==> src/rtl/boot_rom_arbiter.sv <==
// Round-robin arbiter sharing a single-ported, one-cycle-latency boot ROM between
// the instruction fetch master (m0) and the debug/data master (m1).
module boot_rom_arbiter #(
    parameter int ADDR_WIDTH = 10,
    parameter int ROM_DEPTH  = 1024
) (
    input  logic                  CLK,
    input  logic                  RST,
    input  logic                  m0_req_i,
    input  logic [ADDR_WIDTH+1:0] m0_addr_i,
    output logic                  m0_gnt_o,
    output logic                  m0_rvalid_o,
    output logic [31:0]           m0_rdata_o,
    output logic                  m0_err_o,
    input  logic                  m1_req_i,
    input  logic [ADDR_WIDTH+1:0] m1_addr_i,
    output logic                  m1_gnt_o,
    output logic                  m1_rvalid_o,
    output logic [31:0]           m1_rdata_o,
    output logic                  m1_err_o,
    output logic                  rom_csn_o,
    output logic [ADDR_WIDTH-1:0] rom_a_o,
    input  logic [31:0]           rom_q_i,
    output logic [15:0]           conflict_cnt_o
);

    // Handshake: a master holds req (and a stable address) until it sees gnt in the
    // same cycle; exactly one cycle after gnt it sees rvalid with rdata/err.
    localparam logic [ADDR_WIDTH:0] DEPTH_LIM = (ADDR_WIDTH+1)'(ROM_DEPTH);

    logic                  prio;        // 0: m0 wins a tie, 1: m1 wins a tie
    logic                  prio_next;
    logic                  gnt0;
    logic                  gnt1;
    logic                  gnt_any;
    logic [ADDR_WIDTH-1:0] win_idx;
    logic                  win_in_range;
    logic                  rsp_valid;
    logic                  rsp_owner;
    logic                  rsp_err;
    logic [15:0]           conflict_cnt;
    logic                  unused_addr_lsbs;

    assign unused_addr_lsbs = ^{m0_addr_i[1:0], m1_addr_i[1:0]};

    // Priority pointer: state register
    always_ff @(posedge CLK) begin
        if (RST) prio <= 1'b0;
        else     prio <= prio_next;
    end

    // Priority pointer: next state, moves to the other master after any grant
    always_comb begin
        prio_next = prio;
        if (gnt0)      prio_next = 1'b1;
        else if (gnt1) prio_next = 1'b0;
    end

    // Grant and ROM-side outputs
    always_comb begin
        gnt0 = 1'b0;
        gnt1 = 1'b0;
        if (!RST) begin
            if (m0_req_i && (!m1_req_i || !prio)) gnt0 = 1'b1;
            else if (m1_req_i)                    gnt1 = 1'b1;
        end
        gnt_any      = gnt0 | gnt1;
        win_idx      = gnt1 ? m1_addr_i[ADDR_WIDTH+1:2] : m0_addr_i[ADDR_WIDTH+1:2];
        win_in_range = ({1'b0, win_idx} < DEPTH_LIM);
        rom_csn_o    = !(gnt_any && win_in_range);
        rom_a_o      = (gnt_any && win_in_range) ? win_idx : '0;
    end

    assign m0_gnt_o = gnt0;
    assign m1_gnt_o = gnt1;

    always_ff @(posedge CLK) begin
        if (RST) begin
            rsp_valid    <= 1'b0;
            rsp_owner    <= 1'b0;
            rsp_err      <= 1'b0;
            conflict_cnt <= 16'd0;
        end else begin
            rsp_valid <= gnt_any;
            if (gnt_any) begin
                rsp_owner <= gnt1;
                rsp_err   <= !win_in_range;
            end
            if (m0_req_i && m1_req_i && (conflict_cnt != 16'hFFFF))
                conflict_cnt <= conflict_cnt + 16'd1;
        end
    end

    // Response outputs; masked during reset so a grant just before reset never completes
    always_comb begin
        m0_rvalid_o    = !RST && rsp_valid && !rsp_owner;
        m1_rvalid_o    = !RST && rsp_valid && rsp_owner;
        m0_err_o       = m0_rvalid_o && rsp_err;
        m1_err_o       = m1_rvalid_o && rsp_err;
        m0_rdata_o     = (m0_rvalid_o && !rsp_err) ? rom_q_i : 32'd0;
        m1_rdata_o     = (m1_rvalid_o && !rsp_err) ? rom_q_i : 32'd0;
        conflict_cnt_o = RST ? 16'd0 : conflict_cnt;
    end

endmodule
==> config.mk <==
export PLATFORM = sky130hd
export DESIGN_NAME = boot_rom_arbiter
export DESIGN_NICKNAME = d
export VERILOG_FILES = /design/src/rtl/boot_rom_arbiter.sv
export SDC_FILE = /design/constraint.sdc
export NUM_CORES = 1
export LEC_CHECK = 0
export CAP_MARGIN = 30
export CELL_PAD_IN_SITES_DETAIL_PLACEMENT = 1
export CELL_PAD_IN_SITES_GLOBAL_PLACEMENT = 1
export CORE_MARGIN = 2
export CORE_UTILIZATION = 20
export CTS_CLUSTER_DIAMETER = 60
export DETAILED_ROUTE_END_ITERATION = 16
export MAX_ROUTING_LAYER = met4
export PLACE_DENSITY_LB_ADDON = 0.1
export SETUP_SLACK_MARGIN = 0.15
export SLEW_MARGIN = 30
export SYNTH_ARGS = -nofsm -noshare
export SYNTH_HDL_FRONTEND = slang
export SYNTH_SLANG_ARGS = --single-unit
export TNS_END_PERCENT = 1
==> constraint.sdc <==
create_clock -name CLK -period 4.2 [get_ports CLK]
set_input_delay 0.63 -clock CLK [delete_from_list [all_inputs] [get_ports CLK]]
set_output_delay 0.63 -clock CLK [all_outputs]
set_load 0.005 [all_outputs]
# ---- Word level (Yosys, flattened, before mapping)
# Cells that the tools add are included.
dict set report word_totals {
  ram_bits 0
  regBits 19
  input_bits 60
  word_cells 32
  mem_bits_ro 0
  output_inout_bits 97
  latchBits 0
  mem_count 0
}
dict set report op_classes {
  shift 0
  n_mul 0
  add_sub_neg 1
  bitwise 1
  n_eq_ne 1
  div_mod_pow 0
  reduce_logical 13
  n_mux 12
  magnitude_cmp 0
}
# operator n
set op_table {}
lappend op_table {{two-way mux 32 bit} 2}
lappend op_table {{two-way mux 10 bit} 2}
lappend op_table {{adder 16 x 1 -> 16 bit, second input constant} 1}
lappend op_table {{two-way mux 16 bit} 1}
lappend op_table {{inequality test 16 bit, second input constant} 1}
lappend op_table {{two-way mux 1 bit} 7}
lappend op_table {{logical AND 1 bit} 6}
lappend op_table {{zero test 1 bit} 5}
lappend op_table {{nonzero test 2 bit} 1}
lappend op_table {{logical OR 1 bit} 1}
lappend op_table {{bitwise OR 1 bit} 1}

# ---- Longest topological paths before layout
dict set report logic_depth {
  depth_word 7
  mapped_depth 6
  depth_no_buf 5
}

# ---- Worst setup path before layout
# Ideal clock, no wire load.
dict set report synth_timing {
  path_type {input-to-output}
  start {input RST}
  end {output m0_rdata_o[22]}
  required_ps 3570
  cell_stages 4
  arrival_time_ps 1581
  setup_slack_ps 1989
  cell_sequence {clkbuf_1 -> nor3b_1 -> clkbuf_1 -> and2_1}
}
dict set report synth_between {
  elab_chain_len 4
}
# element line_no
set synth_lines {}
lappend synth_lines {{start: declaration} 8} ;# input logic RST,
lappend synth_lines {{zero test 1 bit} 96} ;# m0_rvalid_o = !RST && rsp_valid && !rsp_owner;
lappend synth_lines {{logical AND 1 bit (2 in a row)} 96}
lappend synth_lines {{named net m0_rvalid_o} 12} ;# output logic m0_rvalid_o,
lappend synth_lines {{two-way mux 32 bit} 100} ;# m0_rdata_o = (m0_rvalid_o && !rsp_err) ? rom_q_i : 32'd0;
lappend synth_lines {{end: declaration} 13} ;# output logic [31:0] m0_rdata_o,
# The timed path passes the listed nets, and every way through them passes these cells.

# ---- Worst setup path in the final report
dict set report layout_timing {
  start {input RST}
  end {output rom_csn_o}
}
dict set report layout_between {
  elab_chain_len 3
}
# element line_no
set layout_lines {}
lappend layout_lines {{two-way mux 1 bit} 63} ;# if (!RST) begin
lappend layout_lines {{bitwise OR 1 bit (*)} 67} ;# gnt_any = gnt0 | gnt1;
lappend layout_lines {{zero test 1 bit (*)} 70} ;# rom_csn_o = !(gnt_any && win_in_range);
lappend layout_lines {{end: declaration} 21} ;# output logic rom_csn_o,
# Every way passes the cells marked *; elsewhere a longest branch is shown, timed or not.

==> qor.csv <==
metric;value;unit
grt_overflow_total;0;
areaGrowthSynthToFinish;103;%
fin_skew;0.00127;ns
clk_pin_slew_worst_paths;0.07;ns
pwr-share-comb;33.4;%
timing.reg2reg.setup_slack;2.04;ns
crit_buf_inv;3;
seqPwrFrac;39.4;%
io_buffer_count;150;
fmax;0.312;GHz
setup_tns;0;ns
worstPathArrival;2.58;ns
async_flop_share;0;%
slew_headroom;40.7;%
rsz0062_at_grt;no;
clkSinkCount;19;
clockPowerShare;27.2;%
drt_iter0_markers;43;
cellLeakagePower;0.00119;uW
slowest_delay;0.63;ns
swShare;24.4;%
fillers;913;
required;3.57;ns
num_rows;32;
ys_seq_area_share;24.1;%
finalSetupViolations;0;
fin_crit_sh;76.3;%
pin_count;157;
antenna_left;0;
hold_violations;0;
p_switching;115;uW
hold_class;register to register;
period_minus_slack;3.21;ns
drv_slew;0;
ir_worst_vdd;0.000132;V
cp_top_family;buffers and inverters;
cp_max_fo;12;
route.detailed.drc;0;
cp.depth;5;
antenna_found_initial;0;
yosys_warnings;0;
hpwlAfterDp;5490;um
ys_dominant_reg_cell;dfxtp_1;
post-route-util;41.8;%
cts_tree;done;
synth-seq-cells;19;
p_per_area;147;nW/um2
whs;0.491;ns
root_buffer;clkbuf_8;
rr_worst_depth;4;
rr_endpoint;conflict_cnt[15];
htreeDepth;1;
seq_area;380;um2
grt_first_pass_wirelength;10600;um
track_usage;15.7;%
synth_edf_count;0;
post_cts_buffers;0;
wire_per_inst;14.9;um
clkLatencyLatePin;0.26;ns
cp_slowest_cell;clkdlybuf4s50_1;
cp_common_cell;clkdlybuf4s50_1;
critPathLaunchType;input port;
core_area;7690;um2
p_int;358;uW
synth_area;1580;um2
critical_path.startpoint;RST;
status;finished, final reports clean;
path_cells;clkdlybuf4s50_1 -> and3b_1 -> or2_2 -> inv_1 -> clkdlybuf4s50_1;
drive_gt1_share;3.43;%
synth.distinct_cells;37;
worstMarginPinSlew;0.887;ns
power;473;uW
crit_path_end;rom_csn_o;
via_per_inst;4.43;
post_cts_resize_count;0;
routabilityCongestion;0.747;
die_h;92.9;um
wl;6740;um
grt_pass1_vias;1948;
syn_inst;207;
critPathKind;input port to output pin;
die_width;92.9;um
cts_hold_buf;0;
multi_input_area;1130;um2
grt_max_degree;34;
via_count;2004;
die_area;8630;um2
fin_nets;412;
cp-end-kind;output pin;
numCtsBuffers;3;
antenna_cells;0;
dr.pass1.iters;3;
r2r-start;conflict_cnt[12];
syn_avg_cell_area;7.63;um2
cts_buffer_depth;2;
initial_utilization;20.6;%
drv_cap;0;
==> cell usage in the layout, fill, tap and decap left out, types with 2 or more instances in the layout <==
cell type | Yosys | layout
mux2_2 | 2 | 2
o31ai_1 | 4 | 4
inv_1 | 2 | 2
xor2_1 | 2 | 2
and3b_1 | 3 | 3
clkbuf_8 | 0 | 3
nor2_1 | 6 | 6
a22o_1 | 10 | 10
nand2_1 | 10 | 10
nand4_1 | 4 | 4
or3_1 | 4 | 4
buf_4 | 2 | 3
o21ai_0 | 6 | 6
or4_1 | 6 | 6
nand2b_1 | 2 | 2
dfxtp_1 | 19 | 19
nor3_1 | 2 | 2
a21oi_1 | 10 | 10
clkdlybuf4s50_1 | 0 | 150
nand3_1 | 3 | 3
nor2b_1 | 16 | 16
and3_1 | 3 | 3
and2_1 | 65 | 65
conb_1 | 1 | 2
==> power groups by stage <==
stage	logic (uW)	registers [uW]	clock network [uW]
2_1_floorplan	47.9	190	0
3_3_place_gp	158	190	0
3_5_place_dp	161	191	0
4_1_cts	161	186	134
5_1_grt	172	187	142
6_report	158	186	129
==> worst min-delay path: stages, from the launching register on <==
cell and delay [ns]:
dfxtp_1 0.32, nand2_1 0.07, a21oi_1 0.06
==> through the flow <==
step	std cells	cell area (um2)	setup WS [ns]
floorplan	208	1580	1.99
global placement	448	3170	0.954
detailed placement	448	3170	0.969
CTS	452	3210	0.958
global route	452	3210	0.898
finish	452	3210	0.995
==> layout make-up <==
class | instances | share of cell area (%)
Timing Repair Buffer | 153 | 47.4
Multi-Input combinational cell | 172 | 35.1
Sequential cell | 19 | 11.8
Tap cell | 102 | 3.97
Clock buffer | 4 | 1.40
Inverter | 2 | 0.234
==> cell families (layout without fill, tap and decap cells) <==
group / Yosys count / after routing / synth area share (%)
xor gates and xnor gates: 2 / 2 / 1.11
and+or+nand+nor: 129 / 129 / 50.3
DFF: 19 / 19 / 24.1
buffers and inverters: 17 / 159 / 4.99
other: 1 / 2 / 0.237
AOI/OAI and AO/OA: 34 / 34 / 15.8
adders and majority gates: 1 / 1 / 0.792
muxes: 4 / 4 / 2.77
==> flip-flops by register name, summed over array words and instances (netlist names) <==
register and count:
conflict_cnt 16, prio 1, rsp_owner 1, rsp_valid 1
==> metal layers <==
layer,vias up,track usage [%],part of all wire [%]
met2,69,29.7,55
li1,1002,-,-
met5,-,-,0
met3,4,3.82,7.2
met4,0,2.21,0.56
met1,929,16.7,38
==> cells in the mapped netlist, drive strengths merged (2+ instances only) <==
master	n	area, um2
a21oi	10	50.1
a22o	10	87.6
and2	65	407
and3	3	18.8
and3b	3	26.3
buf	4	30.0
clkbuf	11	41.3
dfxtp	19	380
inv	2	7.51
mux2	3	33.8
nand2	10	37.5
nand2b	2	12.5
nand3	3	15.0
nand4	5	46.3
nor2	6	22.5
nor2b	16	100
nor3	2	10.0
o21ai	6	30.0
o31ai	4	30.0
or3	4	25.0
or4	6	45.0
xor2	2	17.5
==> worst min-delay path by stage <==
stage               cells after the start   endpoint  start
floorplan                               2  rsp_owner   prio
global placement                        2       prio   prio
detailed placement                      2  rsp_owner   prio
CTS                                     2  rsp_owner   prio
global route                            2  rsp_owner   prio
finish                                  2  rsp_owner   prio
(Power assumes the default switching activity.)
